--- src/rtl/vga_pkg.sv ---
// Shared VGA timing constants, raster-total helpers and colour types.
package vga_pkg;

   // 640x480 @ 60 Hz industry timing (25 MHz pixel clock)
   localparam int H_ACTIVE_D = 640;
   localparam int H_FP_D     = 16;
   localparam int H_SYNC_D   = 96;
   localparam int H_BP_D     = 48;
   localparam int V_ACTIVE_D = 480;
   localparam int V_FP_D     = 10;
   localparam int V_SYNC_D   = 2;
   localparam int V_BP_D     = 33;

   localparam int CNT_W = 11;

   function automatic int h_total(input int act, input int fp, input int sync, input int bp);
      return act + fp + sync + bp;
   endfunction

   function automatic int v_total(input int act, input int fp, input int sync, input int bp);
      return act + fp + sync + bp;
   endfunction

   typedef struct packed {
      logic [2:0] r;
      logic [2:0] g;
      logic [1:0] b;
   } rgb332_t;

   typedef struct packed {
      logic [3:0] r;
      logic [3:0] g;
      logic [3:0] b;
   } rgb444_t;

   // Per-pixel control flags carried alongside the layer latency
   typedef struct packed {
      logic hs;
      logic vs;
      logic act;
   } sync_t;

   // Syncs deasserted, outside the visible area
   localparam sync_t SYNC_IDLE = '{hs: 1'b1, vs: 1'b1, act: 1'b0};

   // Replicate MSBs so full-scale 3/2-bit codes map to full-scale 4-bit DAC codes
   function automatic rgb444_t expand(input rgb332_t c);
      rgb444_t o;
      o.r = {c.r, c.r[2]};
      o.g = {c.g, c.g[2]};
      o.b = {c.b, c.b};
      return o;
   endfunction

endpackage

--- src/rtl/vga_timing_counter.sv ---
// Pixel-rate divider, raster counters and raw sync/active decode.
module vga_timing_counter
   import vga_pkg::*;
#(
   parameter int H_ACTIVE = H_ACTIVE_D,
   parameter int H_FP     = H_FP_D,
   parameter int H_SYNC   = H_SYNC_D,
   parameter int H_BP     = H_BP_D,
   parameter int V_ACTIVE = V_ACTIVE_D,
   parameter int V_FP     = V_FP_D,
   parameter int V_SYNC   = V_SYNC_D,
   parameter int V_BP     = V_BP_D,
   parameter int CLK_DIV  = 2
) (
   input  logic             clk,
   input  logic             reset,
   output logic             pixelTick,
   output logic [CNT_W-1:0] hCnt,
   output logic [CNT_W-1:0] vCnt,
   output logic             inActive,
   output logic             hsRaw,
   output logic             vsRaw,
   output logic             startOfFrame
);

   localparam int DW = (CLK_DIV > 1) ? $clog2(CLK_DIV) : 1;
   localparam logic [DW-1:0] DIV_LAST = DW'(CLK_DIV - 1);

   localparam logic [CNT_W-1:0] H_LAST   = CNT_W'(h_total(H_ACTIVE, H_FP, H_SYNC, H_BP) - 1);
   localparam logic [CNT_W-1:0] V_LAST   = CNT_W'(v_total(V_ACTIVE, V_FP, V_SYNC, V_BP) - 1);
   localparam logic [CNT_W-1:0] H_ACT    = CNT_W'(H_ACTIVE);
   localparam logic [CNT_W-1:0] V_ACT    = CNT_W'(V_ACTIVE);
   localparam logic [CNT_W-1:0] HS_START = CNT_W'(H_ACTIVE + H_FP);
   localparam logic [CNT_W-1:0] HS_END   = CNT_W'(H_ACTIVE + H_FP + H_SYNC);
   localparam logic [CNT_W-1:0] VS_START = CNT_W'(V_ACTIVE + V_FP);
   localparam logic [CNT_W-1:0] VS_END   = CNT_W'(V_ACTIVE + V_FP + V_SYNC);

   logic [DW-1:0] divCnt;
   logic          hWrap;
   logic          vWrap;

   assign pixelTick = (divCnt == DIV_LAST);
   assign hWrap     = (hCnt == H_LAST);
   assign vWrap     = (vCnt == V_LAST);

   // System-clock divider; with CLK_DIV=1 it stays at 0 and ticks every clk
   always_ff @(posedge clk) begin
      if (reset)          divCnt <= '0;
      else if (pixelTick) divCnt <= '0;
      else                divCnt <= divCnt + 1'b1;
   end

   // Raster position advances once per pixel tick
   always_ff @(posedge clk) begin
      if (reset) begin
         hCnt <= '0;
         vCnt <= '0;
      end else if (pixelTick) begin
         if (hWrap) begin
            hCnt <= '0;
            vCnt <= vWrap ? '0 : vCnt + 1'b1;
         end else begin
            hCnt <= hCnt + 1'b1;
         end
      end
   end

   // Frame-start strobe lines up with the first clk showing (0,0) after a wrap
   always_ff @(posedge clk) begin
      if (reset) startOfFrame <= 1'b0;
      else       startOfFrame <= pixelTick && hWrap && vWrap;
   end

   assign inActive = (hCnt < H_ACT) && (vCnt < V_ACT);
   assign hsRaw    = !((hCnt >= HS_START) && (hCnt < HS_END));
   assign vsRaw    = !((vCnt >= VS_START) && (vCnt < VS_END));

endmodule

--- src/rtl/vga_pixel_sink.sv ---
// Raster generator plus latency-matched sync/colour output stage to the VGA DAC.
module vga_pixel_sink
   import vga_pkg::*;
#(
   parameter int H_ACTIVE      = H_ACTIVE_D,
   parameter int H_FP          = H_FP_D,
   parameter int H_SYNC        = H_SYNC_D,
   parameter int H_BP          = H_BP_D,
   parameter int V_ACTIVE      = V_ACTIVE_D,
   parameter int V_FP          = V_FP_D,
   parameter int V_SYNC        = V_SYNC_D,
   parameter int V_BP          = V_BP_D,
   parameter int CLK_DIV       = 2,
   parameter int LAYER_LATENCY = 1
) (
   input  logic             clk,
   input  logic             reset,
   input  logic [7:0]       RGBin,
   output logic [CNT_W-1:0] pixelX,
   output logic [CNT_W-1:0] pixelY,
   output logic             inActive,
   output logic             pixelTick,
   output logic             startOfFrame,
   output logic [3:0]       VGA_R,
   output logic [3:0]       VGA_G,
   output logic [3:0]       VGA_B,
   output logic             VGA_HS,
   output logic             VGA_VS
);

   logic    hsRaw;
   logic    vsRaw;
   sync_t   raw;
   sync_t   dly;
   rgb444_t rgbOut;

   vga_timing_counter #(
      .H_ACTIVE (H_ACTIVE),
      .H_FP     (H_FP),
      .H_SYNC   (H_SYNC),
      .H_BP     (H_BP),
      .V_ACTIVE (V_ACTIVE),
      .V_FP     (V_FP),
      .V_SYNC   (V_SYNC),
      .V_BP     (V_BP),
      .CLK_DIV  (CLK_DIV)
   ) u_timing (
      .clk          (clk),
      .reset        (reset),
      .pixelTick    (pixelTick),
      .hCnt         (pixelX),
      .vCnt         (pixelY),
      .inActive     (inActive),
      .hsRaw        (hsRaw),
      .vsRaw        (vsRaw),
      .startOfFrame (startOfFrame)
   );

   assign raw = '{hs: hsRaw, vs: vsRaw, act: inActive};

   // Delay the control flags by the layer latency so they meet the colour
   // computed for the same coordinate
   generate
      if (LAYER_LATENCY == 0) begin : g_nodly
         assign dly = raw;
      end else begin : g_dly
         sync_t [LAYER_LATENCY-1:0] pipe;

         // Shift one slot per pixel tick; cleared to idle so reset never
         // lets a stale sync-low reach the pins
         always_ff @(posedge clk) begin
            if (reset) begin
               pipe <= {LAYER_LATENCY{SYNC_IDLE}};
            end else if (pixelTick) begin
               for (int i = LAYER_LATENCY - 1; i > 0; i--) pipe[i] <= pipe[i-1];
               pipe[0] <= raw;
            end
         end

         assign dly = pipe[LAYER_LATENCY-1];
      end
   endgenerate

   // Output register: syncs and blanked colour change together on the tick
   always_ff @(posedge clk) begin
      if (reset) begin
         VGA_HS <= 1'b1;
         VGA_VS <= 1'b1;
         rgbOut <= '0;
      end else if (pixelTick) begin
         VGA_HS <= dly.hs;
         VGA_VS <= dly.vs;
         rgbOut <= dly.act ? expand(rgb332_t'(RGBin)) : '0;
      end
   end

   assign VGA_R = rgbOut.r;
   assign VGA_G = rgbOut.g;
   assign VGA_B = rgbOut.b;

endmodule
--- config.mk ---
export PLATFORM = sky130hd
export DESIGN_NAME = vga_pixel_sink
export DESIGN_NICKNAME = d
export VERILOG_FILES = /design/src/rtl/vga_pkg.sv /design/src/rtl/vga_timing_counter.sv /design/src/rtl/vga_pixel_sink.sv
export SDC_FILE = /design/constraint.sdc
export NUM_CORES = 1
export LEC_CHECK = 0
export BUFFER_PORTS_ARGS = -buffer_cell sky130_fd_sc_hd__buf_4
export CORE_MARGIN = 8
export CORE_UTILIZATION = 46
export CTS_CLUSTER_SIZE = 10
export DETAILED_ROUTE_END_ITERATION = 8
export PLACE_DENSITY = 0.75
export RECOVER_POWER = 50
export SLEW_MARGIN = 5
export SYNTH_ARGS = -nofsm -noshare
export SYNTH_HDL_FRONTEND = slang
export SYNTH_SLANG_ARGS = --single-unit
--- constraint.sdc ---
create_clock -name clk -period 2.3 [get_ports clk]
set_clock_uncertainty 0.2 [all_clocks]
set_input_delay 0.345 -clock clk [delete_from_list [all_inputs] [get_ports clk]]
set_output_delay 0.345 -clock clk [all_outputs]
set_load 0.01 [all_outputs]
==> metrics.yaml, run 1 <==
fin_crit_sh: 0.951
rsz0062_at_grt: "false"
yosys_warnings: 0
post-route-min-period_ns: 2.19
fin_tns_setup_ns: 0
status: "completed"
h-tree-depth: 2
yosysSeqAreaShare: 0.435
hold_violations: 0
ys_ff_latch: 37
dpl.hpwl_um: 3150
ant_nets: 0
fin_area_um2: 2150
place_area_um2: 2180
power.density_nw_per_um2: 547
setup_viol: 0
total_power_mw: 1.17
ys_async_sr_fraction: 0
io_pins: 49
worst_ep_required_time_ns: 2.32
gp_congestion: 0.801
yosysTopAreaCell: "dfxtp_1"
diodes: 0
synth_cells: 199
cts.sinks: 37
route.vias.total: 1619
fillers: 365
clkTransAtPathRegs_ns: 0.07
dieHeight_um: 76.8
ys_top_cells_by_count: "dfxtp_1, nor2_1, a21oi_1"
portBuffers: 48
synth.area.top_cells: "dfxtp_1, nor2_1, a21oi_1"
synth_cell_types: 35
wl_per_cell_um: 14.0
dieArea_um2: 5910
avgSynthCellArea_um2: 8.56
grt_use_total: 0.149
cts_tree: "built"
root_buffer: "clkbuf_8"
grt_antenna_before_repair: 0
cp-start-kind: "register"
core_um2: 3610
cp.arrival_ns: 2.20
initial_utilization: 0.472
syn-num-nets: 212
clk_latency_ns: 0.28
postCtsSetupBuffers: 0
post-synth-top-area-fraction: 0.435
synthMostInstantiatedCell: "dfxtp_1"
grt_pass1_vias: 1587
area_growth_pct: 26.2
grt_pass1_wl_um: 7380
hp-class: "input port to register"
drc: 0
netlist_area_um2: 1700
synth_edf_count: 0
finalMaxSlewViolations: 0
critPathCaptureType: "register"
overflow: 0
fmax_mhz: 457
cts_buffers: 5
fin_cells: 304
drt_wl_total_um: 4260
final_nets: 268
vias_per_cell: 5.33
maxCapViolCount: 0
grt_start_max_net_pins: 28
leakage_nw: 0.812
tightest_slew_ns: 0.466
cts_max_path_buffers: 2
drt_iter0_drc: 119
die_w_um: 76.8
drive_gt1_frac: 0.176
crit_fanout: 6
place_inst: 296
multi_input_area_um2: 871
seq_area_um2: 741
relSlewSlack: 0.685
ys.flop_type: "dfxtp_1"
rows: 22
peakVddDrop_uv: 376
critPathKind: "register to register"
first_pass_iters: 4
## final cells by class
cell class | instances | area share
Clock buffer | 6 | 0.0338
Clock inverter | 2 | 0.00466
Inverter | 4 | 0.00699
Multi-Input combinational cell | 141 | 0.405
Sequential cell | 37 | 0.345
Tap cell | 48 | 0.0280
Timing Repair Buffer | 66 | 0.176
## layer usage
layer | track usage | up-vias | wire (µm)
met5 | 0 | - | 0
met4 | 0.0654 | 0 | 65
met3 | 0.0443 | 8 | 298
met2 | 0.237 | 54 | 1890
met1 | 0.181 | 746 | 2010
li1 | - | 811 | -
## report_power, final
part / leakage (nW) / total, mW / internal, mW / switching [mW]
Sequential: 0.300 / 0.658 / 0.652 / 0.00546
Clock: 0.0450 / 0.432 / 0.210 / 0.222
Combinational: 0.467 / 0.0849 / 0.0378 / 0.0471
## through the flow
stage	hold slack, ns	utilization	setup slack (ns)
2_1_floorplan	0.234	-	0.00530
3_3_place_gp	0.248	0.604	0.0987
3_5_place_dp	0.260	0.604	0.0953
4_1_cts	0.0838	0.627	0.0661
5_1_grt	0.0857	0.596	0.00696
6_report	0.0863	0.596	0.114
## worst paths after layout
check / startpoint / to / slack, ns / cells past startpoint
max: u_timing.hCnt[5]$_SDFFE_PP0P_ / u_timing.vCnt[10]$_SDFFE_PP0P_ / 0.11 / 4
min: RGBin[1] / VGA_B[1]$_SDFFE_PP0P_ / 0.09 / 3
max reg2reg: u_timing.hCnt[5]$_SDFFE_PP0P_ / u_timing.vCnt[10]$_SDFFE_PP0P_ / 0.11 / 4
min reg2reg: dly[1]$_SDFFE_PP1P_ / VGA_VS$_SDFFE_PP1P_ / 0.28 / 1
## sequential cells by signal, indices dropped and copies added (netlist names)
name / flops
VGA_B: 2
VGA_G: 3
VGA_HS: 1
VGA_R: 3
VGA_VS: 1
dly: 3
u_timing.hCnt: 11
u_timing.pixelTick: 1
u_timing.startOfFrame: 1
u_timing.vCnt: 11
## critical path, cell delays in order, from the launching register on
cell and delay, ns:
dfxtp_1 0.31, or4b_4 0.56, or4_4 0.56, or3_1 0.36, a21oi_1 0.14
## cells by family (layout without fill, tap and decap cells)
group,count (synthesis),in the layout,synth area share
flops,37,37,0.435
compound gates,29,29,0.101
simple gates,94,94,0.308
xor+xnor,14,14,0.0720
fa+ha+maj,3,3,0.0220
mux,1,1,0.00588
buf+inv,21,78,0.0558
## placed cells by master, fill, tap and decap left out, types with 4 or more instances in the layout
master / Yosys / layout
dfxtp_1: 37 / 37
nor3_1: 4 / 4
nor2_1: 27 / 27
and4_1: 4 / 4
and3_1: 4 / 4
buf_4: 4 / 35
clkbuf_1: 12 / 32
xor2_1: 7 / 7
nor2b_1: 10 / 10
nand2_1: 7 / 7
nand4_1: 8 / 8
xnor2_1: 7 / 7
inv_1: 4 / 4
or3_1: 5 / 5
clkbuf_8: 0 / 5
nand3_1: 8 / 8
a21oi_1: 16 / 16
o21ai_0: 6 / 6
nor4_1: 4 / 4
## repair_timing
action,in CTS,in global routing
setup endpoints to repair,0,2
hold buffers,0,0
resized for setup,0,1
Note: power is estimated with default switching activity, not from simulation.
==> run 2: changes to the inputs <==
--- a/config.mk
+++ b/config.mk
@@ -10,9 +10,10 @@
 export CORE_UTILIZATION = 46
 export CTS_CLUSTER_SIZE = 10
 export DETAILED_ROUTE_END_ITERATION = 8
-export PLACE_DENSITY = 0.75
+export PLACE_DENSITY = 0.74
 export RECOVER_POWER = 50
 export SLEW_MARGIN = 5
 export SYNTH_ARGS = -nofsm -noshare
 export SYNTH_HDL_FRONTEND = slang
+export SYNTH_HIERARCHICAL = 1
 export SYNTH_SLANG_ARGS = --single-unit
==> run 2 against run 1 <==
Effect of this change: setup slack got worse by 0.11 ns; area after synthesis is 5.2% higher; final area is 8.2% higher; count of clock-buffer cells in the layout shrank 1; largest power group unchanged; critical path depth did not move; highest routed layer unchanged.
==> metrics.yaml, run 2 <==
die_w_um: 78.4  # +2.0%
area_growth_pct: 29.7
yosysTopAreaCell: "dfxtp_1"
tightest_slew_ns: 0.574  # +0.109 ns
overflow: 0  # unchanged
grt_pass1_wl_um: 7110  # -3.6%
synth_cell_types: 44  # +26%
cp.arrival_ns: 2.31  # +0.11 ns
wl_per_cell_um: 14.7  # +5.2%
grt_start_max_net_pins: 35  # +25%
ys.flop_type: "dfxtp_1"
h-tree-depth: 2  # unchanged
ys_ff_latch: 37  # unchanged
syn-num-nets: 212  # unchanged
hp-class: "input port to register"
drt_iter0_drc: 147  # +24%
dieArea_um2: 6150  # +4.1%
maxCapViolCount: 0  # unchanged
total_power_mw: 1.41  # +20%
fmax_mhz: 436  # -4.6%
netlist_area_um2: 1790  # +5.2%
relSlewSlack: 0.612  # -0.0736
post-route-min-period_ns: 2.29  # +0.106 ns
first_pass_iters: 4  # unchanged
cts_buffers: 5  # unchanged
path_depth: 4  # unchanged
r2r_slack_ns: 0.008  # -0.11 ns
hold_violations: 0  # unchanged
r2r_start: "u_timing/hCnt[10]$_SDFFE_PP0P_"
worstPathCellList: "or4b_4 -> or4_4 -> or4_4 -> a21oi_1"
cp_common_cell: "or4_4"
dieHeight_um: 78.4  # +2.0%
synthMostInstantiatedCell: "dfxtp_1"
drc: 0  # unchanged
critPathCaptureType: "register"
cpMaxStageDelayCell: "or4b_4"
synth_cells: 199  # unchanged
grt_use_total: 0.140  # -0.00910
clkTransAtPathRegs_ns: 0.07  # about the same
route.vias.total: 1692  # +4.5%
cp-endpoint: "u_timing/vCnt[10]$_SDFFE_PP0P_"
finalMaxSlewViolations: 0  # unchanged
fillers: 352  # -3.6%
final_cell_mix: "buf_4, dfxtp_1, a21oi_1, clkbuf_1, nand3_1"
final_core_util: 0.626  # +0.0298
power.density_nw_per_um2: 606  # +11%
portBuffers: 48  # unchanged
fin_area_um2: 2320  # +8.2%
largestRegisters: "u_timing/hCnt: 11 flops, u_timing/vCnt: 11 flops"
grt_antenna_before_repair: 0  # unchanged
initial_utilization: 0.482  # +0.00991
yosysSeqAreaShare: 0.413  # -0.0216
path_delay_family: "simple AND/OR/NAND/NOR gates"
crit_fanout: 6  # unchanged
diodes: 0  # unchanged
mostFrequentLayoutCell: "buf_4"
place_inst: 298  # +0.68%
cts_max_path_buffers: 2  # unchanged
rows: 22  # unchanged
synth.area.top_cells: "dfxtp_1, a21oi_1, nand3_1"
cp-start-kind: "register"
yosys_warnings: 6  # +6
ys_async_sr_fraction: 0  # unchanged
drive_gt1_frac: 0.290  # +0.114
cts.sinks: 37  # unchanged
leakage_nw: 0.857  # +5.6%
avgSynthCellArea_um2: 9.00  # +5.2%
peakVddDrop_uv: 541  # +44%
status: "completed"
place_area_um2: 2250  # +3.2%
multi_input_area_um2: 957  # +9.9%
clk_latency_ns: 0.29  # about the same
ys_top_cells_by_count: "dfxtp_1, a21oi_1, nand3_1"
critPathMaxStageDelay_ns: 0.57  # about the same
critPathKind: "register to register"
seq_area_um2: 746  # +0.68%
gp_congestion: 0.789  # -1.5%
ant_nets: 0  # unchanged
hold-worst-slack_ns: 0.136  # +0.0495 ns
rsz0062_at_grt: "true"
core_um2: 3720  # +3.1%
path_buf_inv: 0  # unchanged
fin_cells: 307  # +0.99%
grt_pass1_vias: 1545  # -2.6%
worst_ep_required_time_ns: 2.32  # about the same
cp-startpoint: "u_timing/hCnt[10]$_SDFFE_PP0P_"
setup_viol: 0  # unchanged
cts_tree: "built"
drt_wl_total_um: 4520  # +6.2%
post-synth-top-area-fraction: 0.413  # -0.0216
final_nets: 271  # +1.1%
r2r_end: "u_timing/vCnt[10]$_SDFFE_PP0P_"
io_pins: 49  # unchanged
fin_crit_sh: 0.997  # +0.0461
postCtsSetupBuffers: 0  # unchanged
dpl.hpwl_um: 3170  # +0.46%
synth_edf_count: 0  # unchanged
vias_per_cell: 5.51  # +3.5%
r2r_cells: 4  # unchanged
root_buffer: "clkbuf_8"
run 2: changes by cell type after synthesis, sizes merged, moves of 3 or more:
cell and change:
a21oi +4, buf +4, clkbuf -7, nand2 +7, nand2b +9, nand3 +9
nand4 -4, nor2 -14, nor2b -6, o31ai +4, or4 +3, xnor2 -4
run 2: per-stage QoR:
step / TNS [ns] / setup slack, ns
2_1_floorplan: -0.0157 / -0.0157
3_3_place_gp: 0 / 0.0344
3_5_place_dp: 0 / 0.0136
4_1_cts: -0.00532 / -0.00532
5_1_grt: -0.0612 / -0.0336
6_report: 0 / 0.00765
run 2: cells by family (layout without fill, tap and decap cells):
logic type / after synthesis / after routing / synth area share
compound gates: 39 / 39 / 0.133
xor+xnor: 8 / 8 / 0.0391
fa+ha+maj: 3 / 3 / 0.0210
buf+inv: 17 / 76 / 0.0719
flops: 37 / 37 / 0.413
mux: 3 / 3 / 0.0175
simple gates: 92 / 93 / 0.304
run 2: cell type report:
class                      count  area share
clock buffer                   5      0.0296
clock inverter                 3      0.0280
inverter                       2     0.00323
multi-input combinational    146       0.412
sequential                    37       0.321
tap                           48      0.0258
timing repair buffer          66       0.181
run 2: what timing repair did:
action / 4_1_cts / 5_1_grt
gates cloned: 0 / 1
hold buffers: 0 / 0
pin swaps: 0 / 2
setup endpoints to repair: 1 / 5
gates resized for setup: 0 / 2
run 2: report_power, final:
part	internal, mW	switching, mW	total, mW
sequential	0.654	0.0121	0.666
combinational	0.0405	0.0436	0.0841
clock	0.431	0.228	0.659
total	1.13	0.284	1.41
run 2: worst reg2reg max path, stage by stage, from the launching register on:
cell and delay, ns:
dfxtp_2 0.32, or4b_4 0.57, or4_4 0.48, or4_4 0.52, a21oi_1 0.14
run 2: worst min-delay path by stage:
stage                                    from                             to  cells after the start
after global routing                 RGBin[1]          VGA_B[1]$_SDFFE_PP0P_                      3
after detailed placement  dly[1]$_SDFFE_PP1P_            VGA_VS$_SDFFE_PP1P_                      1
final                                RGBin[1]          VGA_B[1]$_SDFFE_PP0P_                      3
after global placement    dly[1]$_SDFFE_PP1P_            VGA_VS$_SDFFE_PP1P_                      1
after floorplan                         reset  u_timing/vCnt[3]$_SDFFE_PP0P_                      1
after CTS                            RGBin[3]          VGA_G[2]$_SDFFE_PP0P_                      3
run 2: per-layer routing:
layer,global-route usage,wire length [µm],part of all wire
met3,0.0535,374,0.083
met1,0.172,2130,0.47
met2,0.214,1960,0.43
met5,0,0,0
met4,0.0574,53,0.012
==> run 3: changes to the inputs <==
--- a/config.mk
+++ b/config.mk
@@ -6,11 +6,12 @@
 export NUM_CORES = 1
 export LEC_CHECK = 0
 export BUFFER_PORTS_ARGS = -buffer_cell sky130_fd_sc_hd__buf_4
+export CORE_ASPECT_RATIO = 1.1
 export CORE_MARGIN = 8
-export CORE_UTILIZATION = 46
+export CORE_UTILIZATION = 50
 export CTS_CLUSTER_SIZE = 10
 export DETAILED_ROUTE_END_ITERATION = 8
-export PLACE_DENSITY = 0.74
+export PLACE_DENSITY = 0.77
 export RECOVER_POWER = 50
 export SLEW_MARGIN = 5
 export SYNTH_ARGS = -nofsm -noshare
==> constraint.sdc (replaced) <==
create_clock -name clk -period 2.9 [get_ports clk]
set_clock_uncertainty 0.2 [all_clocks]
set_input_delay 0.435 -clock clk [delete_from_list [all_inputs] [get_ports clk]]
set_output_delay 0.435 -clock clk [all_outputs]
set_load 0.01 [all_outputs]
==> run 3 against run 2 <==
Effect of this change: critical endpoint unchanged; count of clock-buffer cells in the layout increased by 1; die area fell by 6.4%; via count down 5.7%; largest cell class unchanged; sequential share of layout area is 2.7 points higher; fmax shrank 11%; core utilization shrank 2.5 points; global-route usage up 0.85 points; first-iteration DRC count down 37%; critical path depth up 1; flip-flop and latch count unchanged; clock power shrank 29%.
==> metrics.yaml, run 3 (synthesis results as in run 2) <==
post-route-min-period_ns: 2.59  # +0.296 ns
power.density_nw_per_um2: 496  # -18%
cp-start-kind: "register"
diodes: 0  # unchanged
fin_crit_sh: 0.893  # -0.104
peakVddDrop_uv: 306  # -43%
clkTransAtPathRegs_ns: 0.07  # about the same
finalMaxSlewViolations: 0  # unchanged
first_pass_iters: 4  # unchanged
final_cell_mix: "dfxtp_1, buf_4, clkbuf_1"
cpMaxStageDelayCell: "or4_4"
die_w_um: 73.1  # -6.8%
critPathKind: "register to register"
largestRegisters: "u_timing/hCnt: 11 flops, u_timing/vCnt: 11 flops"
fin_tns_setup_ns: 0  # unchanged
grt_start_max_net_pins: 35  # unchanged
hp-class: "input port to register"
cts_buffers: 5  # unchanged
hold-worst-slack_ns: 0.219  # +0.0836 ns
cts.sinks: 37  # unchanged
core_um2: 3540  # -4.7%
path_delay_family: "simple AND/OR/NAND/NOR gates"
ant_nets: 0  # unchanged
root_buffer: "clkbuf_8"
grt_antenna_before_repair: 0  # unchanged
overflow: 0  # unchanged
area_growth_pct: 18.7
final_core_util: 0.601  # -0.0247
initial_utilization: 0.506  # +0.0240
drt_iter0_drc: 92  # -37%
worst_ep_required_time_ns: 2.92  # +0.60 ns
cts-resized-gates: 0  # unchanged
cts_tree: "built"
dieHeight_um: 78.8  # +0.48%
maxCapViolCount: 0  # unchanged
postCtsSetupBuffers: 0  # unchanged
clk_latency_ns: 0.29  # about the same
cp.arrival_ns: 2.61  # +0.30 ns
critPathMaxStageDelay_ns: 0.71  # +0.14 ns
postCtsHoldBufs: 0  # unchanged
wl_per_cell_um: 14.5  # -1.9%
io_pins: 49  # unchanged
gp_congestion: 0.846  # +7.2%
drt_wl_total_um: 4230  # -6.4%
grt_use_total: 0.148  # +0.00846
status: "completed"
grt_pass1_vias: 1489  # -3.6%
relSlewSlack: 0.638  # +0.0264
dieArea_um2: 5760  # -6.4%
rsz0062_at_grt: "false"
tightest_slew_ns: 0.535  # -0.0390 ns
leakage_nw: 0.732  # -15%
dpl.hpwl_um: 2990  # -5.5%
route.vias.total: 1596  # -5.7%
drive_gt1_frac: 0.189  # -0.100
grt_pass1_wl_um: 6960  # -2.1%
critPathCaptureType: "register"
portBuffers: 48  # unchanged
crit_fanout: 12  # +6
worstPathCellList: "ha_1 -> nand4_1 -> or4_4 -> or4_1 -> a21oi_1"
rows: 23  # +4.5%
drc: 0  # unchanged
h-tree-depth: 2  # unchanged
setup_viol: 0  # unchanged
cts_max_path_buffers: 2  # unchanged
vias_per_cell: 5.45  # -1.2%
hold_violations: 0  # unchanged
final_nets: 255  # -5.9%
mostFrequentLayoutCell: "dfxtp_1"
path_buf_inv: 0  # unchanged
fmax_mhz: 386  # -11%
-- run 3: final timing paths --
kind / end / slack (ns) / from / depth (start not counted)
max: u_timing/vCnt[10]$_SDFFE_PP0P_ / 0.31 / u_timing/hCnt[0]$_SDFFE_PP0P_ / 5
min: VGA_B[1]$_SDFFE_PP0P_ / 0.22 / RGBin[1] / 3
max reg2reg: u_timing/vCnt[10]$_SDFFE_PP0P_ / 0.31 / u_timing/hCnt[0]$_SDFFE_PP0P_ / 5
min reg2reg: VGA_HS$_SDFFE_PP1P_ / 0.27 / dly[2]$_SDFFE_PP1P_ / 1
-- run 3: layer usage --
metal,track usage,up-vias,routed length [µm]
met5,0,-,0
met4,0.0721,0,85
li1,-,804,-
met3,0.0642,9,381
met1,0.163,739,1870
met2,0.239,44,1900
-- run 3: worst register-to-register path, cell delays in order, from the launching register on --
cell and delay [ns]:
dfxtp_1 0.38, ha_1 0.23, nand4_1 0.33, or4_4 0.71, or4_1 0.52, a21oi_1 0.14
-- run 3: area by class of cell --
cell class | instances | area (µm²)
fill | 364 | 1410
multi-input combinational | 145 | 907
sequential | 37 | 741
timing repair buffer | 51 | 289
clock buffer | 6 | 82.6
tap | 50 | 62.6
clock inverter | 2 | 37.5
inverter | 2 | 7.51
-- run 3: report_power, final --
group	switching, mW	leakage, nW	internal, mW	total (mW)
sequential	0.00870	0.300	0.518	0.527
clock	0.187	0.0574	0.280	0.467
combinational	0.0326	0.375	0.0278	0.0604
total	0.228	0.732	0.826	1.05
-- run 3: per-stage QoR --
step	std cells	setup WS (ns)	power, mW	instance area (µm²)
after floorplan	199	0.398	0.581	1790
after global placement	285	0.458	0.606	2120
after detailed placement	285	0.425	0.607	2120
after CTS	293	0.391	1.07	2240
after global routing	293	0.239	1.10	2130
final	293	0.312	1.05	2130
